`config.mk`:
```
export PLATFORM = sky130hd
export DESIGN_NAME = ao_in_debounce_flat
export DESIGN_NICKNAME = d
export VERILOG_FILES = /design/src/rtl/ao_in_debounce_if.sv /design/src/rtl/ao_in_debounce.sv /design/src/flat_wrapper.sv
export SDC_FILE = /design/constraint.sdc
export NUM_CORES = 1
export LEC_CHECK = 0
export CAP_MARGIN = 10
export CORE_AREA = 2 2 57 59
export CTS_BUF_LIST = sky130_fd_sc_hd__clkbuf_4 sky130_fd_sc_hd__clkbuf_8
export DETAILED_ROUTE_END_ITERATION = 6
export DIE_AREA = 0 0 59 61
export PLACE_DENSITY = 0.89
export SLEW_MARGIN = 10
export SYNTH_ARGS = -nofsm -noshare
export SYNTH_HDL_FRONTEND = slang
export SYNTH_SLANG_ARGS = --single-unit
```
`constraint.sdc`:
```
create_clock -name clk -period 3.5 [get_ports clk]
set_clock_uncertainty 0.1 [all_clocks]
set_input_delay 0.525 -clock clk [delete_from_list [all_inputs] [get_ports clk]]
set_output_delay 0.525 -clock clk [all_outputs]
set_load 0.005 [all_outputs]
```
`src/rtl/ao_in_debounce_if.sv`:
```
// Signal bundle between raw input lines, the debounce stage and its consumers.
// The master side drives the raw lines and the sample qualifier.
interface ao_in_debounce_if #(
    parameter int WIDTH = 4
);
    logic [WIDTH-1:0] raw_in;
    logic             tick;
    logic [WIDTH-1:0] out;
    logic [WIDTH-1:0] rise;
    logic [WIDTH-1:0] fall;
    logic             chg;
    logic             stable;

    modport master (output raw_in, tick, input out, rise, fall, chg, stable);
    modport slave  (input raw_in, tick, output out, rise, fall, chg, stable);
endinterface

```
`src/rtl/ao_in_debounce.sv`:
```
// Synchronizes, debounces and edge-detects the a/b/c/d operand inputs of the and-or gates.
// Each channel accepts a new level only after DB_CYCLES consecutive qualified mismatching samples.
module ao_in_debounce #(
    parameter int               WIDTH       = 4,
    parameter int               SYNC_STAGES = 2,
    parameter int               DB_CYCLES   = 8,
    parameter logic [WIDTH-1:0] RST_VAL     = '0
) (
    input logic           clk,
    input logic           rst_n,
    ao_in_debounce_if.slave bus
);
    localparam int               CNT_W    = (DB_CYCLES > 1) ? $clog2(DB_CYCLES) : 1;
    localparam logic [CNT_W-1:0] CNT_LAST = CNT_W'(DB_CYCLES - 1);

    typedef enum logic {
        IDLE,
        PEND
    } state_t;

    logic [WIDTH-1:0] sync_q [SYNC_STAGES];
    logic [WIDTH-1:0] synced;

    state_t           state_q [WIDTH];
    state_t           state_d [WIDTH];
    logic [CNT_W-1:0] cnt_q   [WIDTH];
    logic [CNT_W-1:0] cnt_d   [WIDTH];

    logic [WIDTH-1:0] out_q, out_d;
    logic [WIDTH-1:0] rise_q, rise_d;
    logic [WIDTH-1:0] fall_q, fall_d;
    logic             chg_q;
    logic             stable_c;

    // Synchronizer chain runs every clock; the tick qualifier only gates counting.
    always_ff @(posedge clk or negedge rst_n) begin
        if (!rst_n) begin
            // NOTE: the synchronizer is a small register array, not a RAM, so every stage
            // is reset explicitly to keep out and synced consistent right after release.
            for (int s = 0; s < SYNC_STAGES; s++) sync_q[s] <= RST_VAL;
        end else begin
            // NOTE: non-blocking assignments make each stage take its neighbour's old value,
            // which is what gives a real shift register rather than a single flop.
            sync_q[0] <= bus.raw_in;
            for (int s = 1; s < SYNC_STAGES; s++) sync_q[s] <= sync_q[s-1];
        end
    end

    assign synced = sync_q[SYNC_STAGES-1];

    always_comb begin
        // NOTE: every variable gets a default before the case so no path leaves one
        // unassigned, which would otherwise infer a latch.
        out_d  = out_q;
        rise_d = '0;
        fall_d = '0;
        for (int ch = 0; ch < WIDTH; ch++) begin
            state_d[ch] = state_q[ch];
            cnt_d[ch]   = cnt_q[ch];
            case (state_q[ch])
                IDLE: begin
                    if (synced[ch] != out_q[ch] && bus.tick) begin
                        cnt_d[ch]   = CNT_W'(1);
                        state_d[ch] = PEND;
                    end
                end
                PEND: begin
                    if (synced[ch] == out_q[ch]) begin
                        // Input fell back before qualifying: drop it silently.
                        cnt_d[ch]   = '0;
                        state_d[ch] = IDLE;
                    end else if (bus.tick) begin
                        if (cnt_q[ch] == CNT_LAST) begin
                            out_d[ch]   = synced[ch];
                            rise_d[ch]  = synced[ch];
                            fall_d[ch]  = ~synced[ch];
                            cnt_d[ch]   = '0;
                            state_d[ch] = IDLE;
                        end else begin
                            cnt_d[ch] = cnt_q[ch] + CNT_W'(1);
                        end
                    end
                end
                default: begin
                    cnt_d[ch]   = '0;
                    state_d[ch] = IDLE;
                end
            endcase
        end
    end

    always_ff @(posedge clk or negedge rst_n) begin
        if (!rst_n) begin
            for (int ch = 0; ch < WIDTH; ch++) begin
                state_q[ch] <= IDLE;
                cnt_q[ch]   <= '0;
            end
            out_q  <= RST_VAL;
            rise_q <= '0;
            fall_q <= '0;
            chg_q  <= 1'b0;
        end else begin
            for (int ch = 0; ch < WIDTH; ch++) begin
                state_q[ch] <= state_d[ch];
                cnt_q[ch]   <= cnt_d[ch];
            end
            out_q  <= out_d;
            rise_q <= rise_d;
            fall_q <= fall_d;
            chg_q  <= |(rise_d | fall_d);
        end
    end

    always_comb begin
        stable_c = 1'b1;
        for (int ch = 0; ch < WIDTH; ch++) begin
            if (synced[ch] != out_q[ch] || cnt_q[ch] != '0) stable_c = 1'b0;
        end
    end

    assign bus.out    = out_q;
    assign bus.rise   = rise_q;
    assign bus.fall   = fall_q;
    assign bus.chg    = chg_q;
    assign bus.stable = stable_c;

endmodule

```
`src/flat_wrapper.sv`:
```
// flat-port wrapper written by rule: the top's interface ports become plain ports
module ao_in_debounce_flat 
#(
    parameter int               WIDTH       = 4,
    parameter int               SYNC_STAGES = 2,
    parameter int               DB_CYCLES   = 8,
    parameter logic [WIDTH-1:0] RST_VAL     = '0
)
  (clk, rst_n, bus_raw_in, bus_tick, bus_out, bus_rise, bus_fall, bus_chg, bus_stable);
  ao_in_debounce_if #(.WIDTH(WIDTH)) bus_i ();
  input logic clk;
  input logic rst_n;
  input wire logic [$bits(bus_i.raw_in)-1:0] bus_raw_in;
  input wire logic [$bits(bus_i.tick)-1:0] bus_tick;
  output wire logic [$bits(bus_i.out)-1:0] bus_out;
  output wire logic [$bits(bus_i.rise)-1:0] bus_rise;
  output wire logic [$bits(bus_i.fall)-1:0] bus_fall;
  output wire logic [$bits(bus_i.chg)-1:0] bus_chg;
  output wire logic [$bits(bus_i.stable)-1:0] bus_stable;
  assign bus_i.raw_in = bus_raw_in;
  assign bus_i.tick = bus_tick;
  assign bus_out = bus_i.out;
  assign bus_rise = bus_i.rise;
  assign bus_fall = bus_i.fall;
  assign bus_chg = bus_i.chg;
  assign bus_stable = bus_i.stable;
  ao_in_debounce #(.WIDTH(WIDTH), .SYNC_STAGES(SYNC_STAGES), .DB_CYCLES(DB_CYCLES), .RST_VAL(RST_VAL)) u_core (.clk(clk), .rst_n(rst_n), .bus(bus_i));
endmodule
```
Yosys cells after proc, flatten, opt, wreduce, memory -nomap -nowiden:

Cells that the tools add are included.

* input port bits: 7
* bits in registers: 37
* logic and storage cells: 151
* output and inout bits: 14

* add/subtract/negate cells: 4
* bitwise logic cells: 13
* multiplexer cells: 76
* equality and inequality tests: 20
* reduce and logical (&&, ||, !) cells: 21

Operator list (number)
* $mux 1: 52
* $mux 3: 16
* $pmux 3 s2: 4
* $reduce_and 4->1: 4
* $add 3x1->3 const B: 4
* $eq 3x3->1 const B: 4
* $ne 3x3->1 const B: 4
* $not 1->1: 12
* $reduce_bool 3->1: 4
* $ne 2x1->1 const B: 4
* $pmux 1 s2: 4
* $reduce_and 2->1: 4
* $eq 1x1->1: 4
* $logic_and 1x1->1: 4
* $logic_or 1x1->1: 4
* $ne 1x1->1: 4
* $or 4x4->4: 1
* $reduce_or 4->1: 1

Logic depth before layout (Yosys ltp):

Gate-level depths: netlist (run 1).

* word-level depth: 7
* mapped depth: 5
* depth with buffers taken out: 5

Worst setup path before layout (run 1):

No wires, ideal clock.

* path kind: flip-flop to output port
* start point: reg u_core.cnt_q[8] in the netlist's numbering
* end point: out bus_stable
* stages on the path, launching flop included: 3
* required time: 2875 ps
* path buffers: 0
* slack: 1793 ps
* arrival: 1082 ps
* cells stage by stage: dfrtp_1 or4_1 nor3_1

* longest elaborated chain between the ends: 5

Ends and longest elaborated chain
* start, declared: line ao_in_debounce.sv:26 `logic [CNT_W-1:0] cnt_q [WIDTH];`
* start signal, assigned by index: line ao_in_debounce.sv:105 `cnt_q[ch] <= cnt_d[ch];`
* $reduce_bool 3->1: line ao_in_debounce.sv:117 `if (synced[ch] != out_q[ch] || cnt_q[ch] != '0) stable_c = 1'b0;`
* $logic_or 1x1->1: line ao_in_debounce.sv:117
* $mux 1 (3 in a row): line ao_in_debounce.sv:117
* end, declared: line flat_wrapper.sv:19 `output wire logic [$bits(bus_i.stable)-1:0] bus_stable;`

Every way passes these cells.

Worst setup path in the final report (run 1):

* start point: reg u_core.out_q[1], in the netlist u_core.bus.out[1]
* end point: out bus_stable

* longest elaborated chain between the ends: 5

Ends and longest elaborated chain
* start, declared: line ao_in_debounce.sv:29 `logic [WIDTH-1:0] out_q, out_d;`
* start signal, assigned: line ao_in_debounce.sv:107 `out_q <= out_d;`
* $ne 1x1->1: line ao_in_debounce.sv:117
* $logic_or 1x1->1: line ao_in_debounce.sv:117
* $mux 1 (3 in a row): line ao_in_debounce.sv:117

Every way passes these cells.

==> run summary, run 1 <==
PLACE
----------------------------------------------------------------------------------
Number of I/O port buffers                                                      20
Cell count after placement                                                     189
Sum of net half-perimeters after detailed placement                        2220 um
Routability cong.                                                            0.819

SYNTH
----------------------------------------------------------------------------------
Largest cells by area after synthesis                                 sky130_fd_sc_hd__dfrtp_1, sky130_fd_sc_hd__ha_1, sky130_fd_sc_hd__nor3b_1
Top-count cell post-synth                                             sky130_fd_sc_hd__dfrtp_1
Cell area after synthesis                                               1670 sq um
Distinct cell type count of the synthesized netlist                             29
Largest area contributor in the synthesized netlist                   sky130_fd_sc_hd__dfrtp_1
Number of flops mapped to enable cells by yosys                                  0
Post-synthesis area per instance                                        12.2 sq um
Post-Syn Nets                                                                  156
Synthesized instance count                                                     137
Number of warnings issued by yosys                                               0
Share of synthesized flip-flops with an asynchronous set or reset             100%
Fraction of post-synthesis cell area in the top cell type by area            55.6%
Commonest cells in the synthesized netlist                            sky130_fd_sc_hd__dfrtp_1, sky130_fd_sc_hd__ha_1, sky130_fd_sc_hd__inv_1, sky130_fd_sc_hd__nor3b_1, sky130_fd_sc_hd__o21ai_0
Most used flip-flop cell after synthesis                              sky130_fd_sc_hd__dfrtp_1
#FFs+latches synth                                                              37
Sequential share of the synthesized area                                     55.6%

CRITICAL PATH
----------------------------------------------------------------------------------
Number of cells on the worst reg-to-reg path                                     4
Setup Crit Path Kind                                                       reg2out
CP arrival                                                                 2.08 ns
Cell at the slowest stage of the critical path                        sky130_fd_sc_hd__clkdlybuf4s50_1
Crit path to                                                            bus_stable
Reg2Reg Launch Point                                                  u_core.cnt_q[3]
CP required                                                                2.87 ns
Critical path buffers and inverters                                              1
Worst-case register-to-register setup slack                                1.85 ns
Setup crit end kind                                                     output pin
Launching element of the worst setup path                             u_core.bus.out[1]
Critical Path Start Type                                                 flip-flop
Largest stage delay on the critical path                                   0.53 ns
Endpoint of the worst-slack reg-to-reg timing path                    u_core.bus.out[2]
Worst path depth                                                                 4
Maximum fanout along the worst path                                              9
Chain of cells forming the critical path                              xnor2_2 > nand4_1 > nor3_1 > clkdlybuf4s50_1
Crit path max-delay family                                            buffers and inverters

GLOBAL ROUTING
----------------------------------------------------------------------------------
Via count of the first global-routing pass                                   1,190
GR Util All Layers                                                           21.9%
Initial antenna violation count                                                  0
Global-route wire length before repair                                     5600 um
Total overflow reported by the global router                                     0
Largest net degree at the start of global routing                               38

RUN
----------------------------------------------------------------------------------
Maxcap violations                                                                0

STA
----------------------------------------------------------------------------------
Final Setup Violations                                                           0
Fmax                                                                     0.370 GHz
Final Cycle Share                                                            77.3%
Slew @ Worst Pin                                                          0.775 ns
Max-slew violation count                                                         0
Headroom to the max-slew limit                                               48.2%
Setup repair after global routing missed its margin                             no
Post-route minimum period                                                  2.71 ns
Final hold violation count                                                       0
Aggregate negative setup slack                                                0 ns

CTS
----------------------------------------------------------------------------------
Clock Tree Root                                                       sky130_fd_sc_hd__clkbuf_4
Clock slew at reported path FFs                                            0.11 ns
Htree depth                                                                      2
Total setup buffers inserted after CTS                                           0
PostCTS Resize Cnt                                                               0
Number of sinks on the clock net                                                37
TritonCTS clock tree                                                          done
Number of hold buffers added after cts                                           0
Number of buffers created by CTS                                                 5
Maximum buffer depth of the clock tree                                           2
Clock Latency Late Sink                                                    0.34 ns

DIE
----------------------------------------------------------------------------------
Number of rows created at floorplan                                             20
Width of the die                                                             59 um
# IOs                                                                           21
Core region area                                                        2950 sq um
Chip Height                                                                  61 um
Initial core utilization                                                     56.4%
Floorplan die area                                                      3600 sq um

DETAILED ROUTING
----------------------------------------------------------------------------------
Wirelength per Cell                                                        16.5 um
Sum of routed wire length over all layers                                  3250 um
Total vias in the final route                                                1,147
Iteration-0 DRC count of the detailed router                                    44
Count of unresolved DRC violations after routing                                 0
Antenna-violating nets left                                                      0
Number of vias per cell after detailed routing                                5.82
Number of iterations in the first detailed-routing pass                          4

CELLS AND AREA
----------------------------------------------------------------------------------
Share of final-layout standard cells stronger than drive strength 1          11.6%
Total inserted antenna cells                                                     0
Filler-free cell count of the finished design                                  197
Number of nets in the final layout                                             182
Utilization after layout                                                     67.5%
Layout overhead on the synthesized area                                      19.5%

HOLD PATH
----------------------------------------------------------------------------------
Type of the tightest min-delay check                                       reg2reg

PWR
----------------------------------------------------------------------------------
Lkg Pwr                                                                0.000942 uW
Power density relative to cell area                                    445 nW/um^2
Peak supply drop                                                          0.262 mV

STATUS
----------------------------------------------------------------------------------
Run status                                                            finished clean

worst reg2reg max path, stage by stage, from the launching register on:
cell	delay, ns
sky130_fd_sc_hd__dfrtp_1	0.44
sky130_fd_sc_hd__ha_1	0.23
sky130_fd_sc_hd__ha_1	0.21
sky130_fd_sc_hd__nand3_1	0.20
sky130_fd_sc_hd__mux2_2	0.37
how the worst min path moves through the flow:
stage | from | to | slack (ns) | cells past startpoint
after detailed placement | u_core.sync_q[7] | u_core.synced[3] | 0.24 | 0
after global placement | u_core.sync_q[5] | u_core.synced[1] | 0.23 | 0
after global routing | u_core.sync_q[6] | u_core.synced[2] | 0.28 | 0
after floorplan | rst_n | u_core.bus.chg | 0.13 | 0
after CTS | u_core.sync_q[7] | u_core.synced[3] | 0.27 | 0
final | u_core.sync_q[7] | u_core.synced[3] | 0.26 | 0
layout by cell type (no fill, tap or decap), types with 2 or more instances in the layout:
master,n
sky130_fd_sc_hd__dfrtp_1,37
sky130_fd_sc_hd__clkdlybuf4s50_1,20
sky130_fd_sc_hd__inv_1,12
sky130_fd_sc_hd__ha_1,12
sky130_fd_sc_hd__nor3b_1,10
sky130_fd_sc_hd__o21ai_0,8
sky130_fd_sc_hd__nand3_1,7
sky130_fd_sc_hd__nor2_1,6
sky130_fd_sc_hd__clkbuf_4,5
sky130_fd_sc_hd__xnor2_2,4
sky130_fd_sc_hd__mux2_2,4
sky130_fd_sc_hd__nand2_1,4
sky130_fd_sc_hd__a22o_1,4
sky130_fd_sc_hd__a21oi_1,4
sky130_fd_sc_hd__nor3_1,3
sky130_fd_sc_hd__mux2i_1,3
sky130_fd_sc_hd__o22ai_1,3
sky130_fd_sc_hd__nand4_1,2
sky130_fd_sc_hd__o2bb2ai_1,2
metrics by stage:
step / total power (uW) / hold slack (ns) / setup slack (ns) / instance area (sq um)
final: 886 / 0.258 / 0.795 / 1990
after global placement: 566 / 0.233 / 1.18 / 1900
after global routing: 930 / 0.279 / 0.588 / 1990
after detailed placement: 577 / 0.236 / 1.03 / 1900
after floorplan: 536 / 0.129 / 1.79 / 1670
after CTS: 887 / 0.266 / 0.793 / 1990
registers in the layout, summed over array words and instances, names as in the netlist:
signal and cells:
u_core.bus.chg 1, u_core.bus.fall 4, u_core.bus.out 4, u_core.bus.rise 4
u_core.cnt_q 12, u_core.state_q 4, u_core.sync_q 4, u_core.synced 4
cell families (layout without fill, tap and decap cells):
kind of cell | Yosys count | count (layout) | synth area share, %
AOI/OAI and AO/OA | 26 | 26 | 10.5
and+or+nand+nor | 36 | 36 | 12.2
xor gates and xnor gates | 4 | 4 | 3.90
DFF | 37 | 37 | 55.6
adders and majority gates | 12 | 12 | 9.01
buffers and inverters | 14 | 41 | 3.45
muxes | 8 | 8 | 5.41
power by group:
part	leakage (uW)	switching [uW]	internal, uW
combinational	0.000417	52.9	44.6
sequential	0.000481	23.8	449
clock	0.0000445	146	170
total	0.000942	223	664
cell type report:
type,instances,area [sq um]
Timing Repair Buffer,21,208
Clock buffer,6,51.3
Clock inverter,2,37.5
Inverter,12,45.0
Multi-Input combinational cell,86,683
Tap cell,33,41.3
Sequential cell,37,926
Fill cell,212,961
layer usage:
metal / GRT usage (%) / share of wire, % / wire [um]
met5: 0 / 0 / 0
met4: 12.0 / 2.8 / 91
met3: 6.61 / 4.0 / 129
met2: 34.0 / 49 / 1590
met1: 27.6 / 44 / 1440
(Power assumes the default switching activity.)
==> inputs of run 2 (changes only) <==
CORE_AREA = 2 2 58 60   (was 2 2 57 59)
DIE_AREA = 0 0 60 62   (was 0 0 59 61)
PLACE_DENSITY = 0.86   (was 0.89)
clock period = 2.7 ns   (was 3.5 ns; I/O delays follow)
==> run summary, run 2 (synthesis gave the netlist of run 1 again) <==
STATUS
----------------------------------------------------------------------------------
Run status                                                            finished clean   unchanged

PLACE
----------------------------------------------------------------------------------
Routability cong.                                                            0.877   was 0.819
Number of I/O port buffers                                                      20   unchanged
Sum of net half-perimeters after detailed placement                        2050 um   was 2220 um
Placed cell area                                                        1930 sq um   was 1900 sq um

PWR
----------------------------------------------------------------------------------
Cell-internal power                                                         775 uW   was 664 uW
Sw power                                                                    251 uW   was 223 uW
Share of power burned in the clock network                                   28.3%   was 35.6%
Power density relative to cell area                                    515 nW/um^2   was 445 nW/um^2
Switching part of the total                                                  24.5%   was 25.1%
Lkg Pwr                                                                0.000942 uW   about the same
Peak supply drop                                                          0.344 mV   was 0.262 mV
Sequential share of power                                                    59.7%   was 53.4%
Fraction of power consumed by combinational cells                            11.9%   was 11.0%

GLOBAL ROUTING
----------------------------------------------------------------------------------
Total overflow reported by the global router                                     0   unchanged
Initial antenna violation count                                                  0   unchanged
Via count of the first global-routing pass                                   1,087   was 1,190
Global-route wire length before repair                                     4690 um   was 5600 um
GR Util All Layers                                                           17.5%   was 21.9%
Largest net degree at the start of global routing                               38   unchanged

DETAILED ROUTING
----------------------------------------------------------------------------------
Number of vias per cell after detailed routing                                5.42   was 5.82
Sum of routed wire length over all layers                                  2770 um   was 3250 um
Number of iterations in the first detailed-routing pass                          4   unchanged
Wirelength per Cell                                                        13.1 um   was 16.5 um
Iteration-0 DRC count of the detailed router                                    46   was 44
Count of unresolved DRC violations after routing                                 0   unchanged
Total vias in the final route                                                1,143   was 1,147
Antenna-violating nets left                                                      0   unchanged

CELLS AND AREA
----------------------------------------------------------------------------------
Commonest non-fill, non-tap cell in the layout                        sky130_fd_sc_hd__dfrtp_1   unchanged
Flip-flop count of the largest register after layout                            12   unchanged
Share of final-layout standard cells stronger than drive strength 1          12.1%   was 11.6%
Register name with the most flops                                     u_core.cnt_q   unchanged
Most frequent cells in the layout                                     sky130_fd_sc_hd__dfrtp_1, sky130_fd_sc_hd__clkdlybuf4s50_1, sky130_fd_sc_hd__inv_1, sky130_fd_sc_hd__ha_1, sky130_fd_sc_hd__nor3b_1   unchanged
Layout overhead on the synthesized area                                      19.6%   was 19.5%
Utilization after layout                                                     62.7%   was 67.5%
Number of inserted filler cells in the final layout                            262   was 212
Number of nets in the final layout                                             184   was 182
Final standard cell area without fillers                                1990 sq um   about the same
Total inserted antenna cells                                                     0   unchanged

RUN
----------------------------------------------------------------------------------
Maxcap violations                                                                0   unchanged

CRITICAL PATH
----------------------------------------------------------------------------------
Worst-case register-to-register setup slack                                1.06 ns   was 1.85 ns
Maximum fanout along the worst path                                              9   unchanged
CP arrival                                                                 2.03 ns   was 2.08 ns
Critical Path Start Type                                                 flip-flop   unchanged
CP required                                                                2.19 ns   was 2.87 ns
Setup Crit Path Kind                                                       reg2out   unchanged
Endpoint of the worst-slack reg-to-reg timing path                    u_core.bus.out[2]   unchanged
Reg2Reg Launch Point                                                  u_core.cnt_q[3]   unchanged
Number of cells on the worst reg-to-reg path                                     4   unchanged
Setup crit end kind                                                     output pin   unchanged

DIE
----------------------------------------------------------------------------------
Initial core utilization                                                     52.4%   was 56.4%
Chip Height                                                                  62 um   was 61 um
Floorplan die area                                                      3720 sq um   was 3600 sq um
Width of the die                                                             60 um   was 59 um
Core region area                                                        3180 sq um   was 2950 sq um
Number of rows created at floorplan                                             21   was 20
# IOs                                                                           21   unchanged

CTS
----------------------------------------------------------------------------------
Number of sinks on the clock net                                                37   unchanged
TritonCTS clock tree                                                          done   unchanged
Htree depth                                                                      2   unchanged
Clock Latency Late Sink                                                    0.33 ns   was 0.34 ns
Number of hold buffers added after cts                                           0   unchanged
Maximum buffer depth of the clock tree                                           2   unchanged
Clock slew at reported path FFs                                            0.10 ns   was 0.11 ns
Clock Tree Root                                                       sky130_fd_sc_hd__clkbuf_4   unchanged
Number of buffers created by CTS                                                 5   unchanged
PostCTS Resize Cnt                                                               0   unchanged
Total setup buffers inserted after CTS                                           0   unchanged

STA
----------------------------------------------------------------------------------
Setup repair after global routing missed its margin                             no   unchanged
Headroom to the max-slew limit                                               57.6%   was 48.2%
Final Setup Violations                                                           0   unchanged
Final hold violation count                                                       0   unchanged
Max-slew violation count                                                         0   unchanged
Aggregate negative setup slack                                                0 ns   unchanged
Final Cycle Share                                                            93.7%
Post-route minimum period                                                  2.53 ns
Fmax                                                                     0.395 GHz
Slew @ Worst Pin                                                          0.635 ns   was 0.775 ns

HOLD PATH
----------------------------------------------------------------------------------
Worst Hold End                                                        u_core.synced[3]   unchanged
Type of the tightest min-delay check                                       reg2reg   unchanged
Startpoint of the worst hold path                                     u_core.sync_q[7]   unchanged
Number of cells on the worst hold path                                           0   unchanged

## run 2: routing by layer
layer | share of wire (%) | vias up | track usage (%) | wire length [um]
met5 | 0 | - | 0 | 0
met4 | 2.1 | 0 | 8.89 | 59
met3 | 4.8 | 6 | 4.76 | 132
met2 | 49 | 25 | 28.9 | 1360
met1 | 44 | 568 | 21.3 | 1210
li1 | - | 544 | - | -
## run 2: critical path, stage by stage (launching register included)
cell,delay (ns)
sky130_fd_sc_hd__dfrtp_1,0.46
sky130_fd_sc_hd__xnor2_2,0.37
sky130_fd_sc_hd__nand4_1,0.16
sky130_fd_sc_hd__nor3_1,0.19
sky130_fd_sc_hd__clkdlybuf4s50_1,0.53
## run 2: cell type report
cell class | count | area [sq um] | share of cell area [%]
Inverter | 12 | 45.0 | 2.26
Multi-Input combinational cell | 86 | 683 | 34.3
Tap cell | 46 | 57.6 | 2.89
Clock buffer | 7 | 58.8 | 2.95
Timing Repair Buffer | 23 | 223 | 11.2
Sequential cell | 37 | 926 | 46.5
## run 2: worst max-delay path by stage
stage,slack (ns),endpoint,startpoint,depth (start not counted)
final,0.17,bus_stable,u_core.bus.out[2],4
after global routing,0.05,bus_stable,u_core.synced[2],4
after floorplan,1.11,bus_stable,u_core.cnt_q[8],2
after detailed placement,0.52,u_core.cnt_q[3],bus_tick,4
after global placement,0.58,u_core.cnt_q[3],bus_tick,4
after CTS,0.15,bus_stable,u_core.synced[2],4
## run 2: power by group through the flow
stage                     combinational (uW)  sequential, uW  clock [uW]
after global placement                   115             619           0
after floorplan                         79.8             615           0
after CTS                                124             612         304
after global routing                     140             617         327
final                                    123             613         291
after detailed placement                 123             623           0
## run 2: through the flow
stage                     instances  setup slack (ns)  power (uW)  hold slack, ns
after global placement          204             0.580         735           0.234
after detailed placement        204             0.519         746           0.239
after floorplan                 137              1.11         695         0.00941
after global routing            211            0.0549        1080           0.263
final                           211             0.169        1030           0.248
after CTS                       211             0.155        1040           0.259
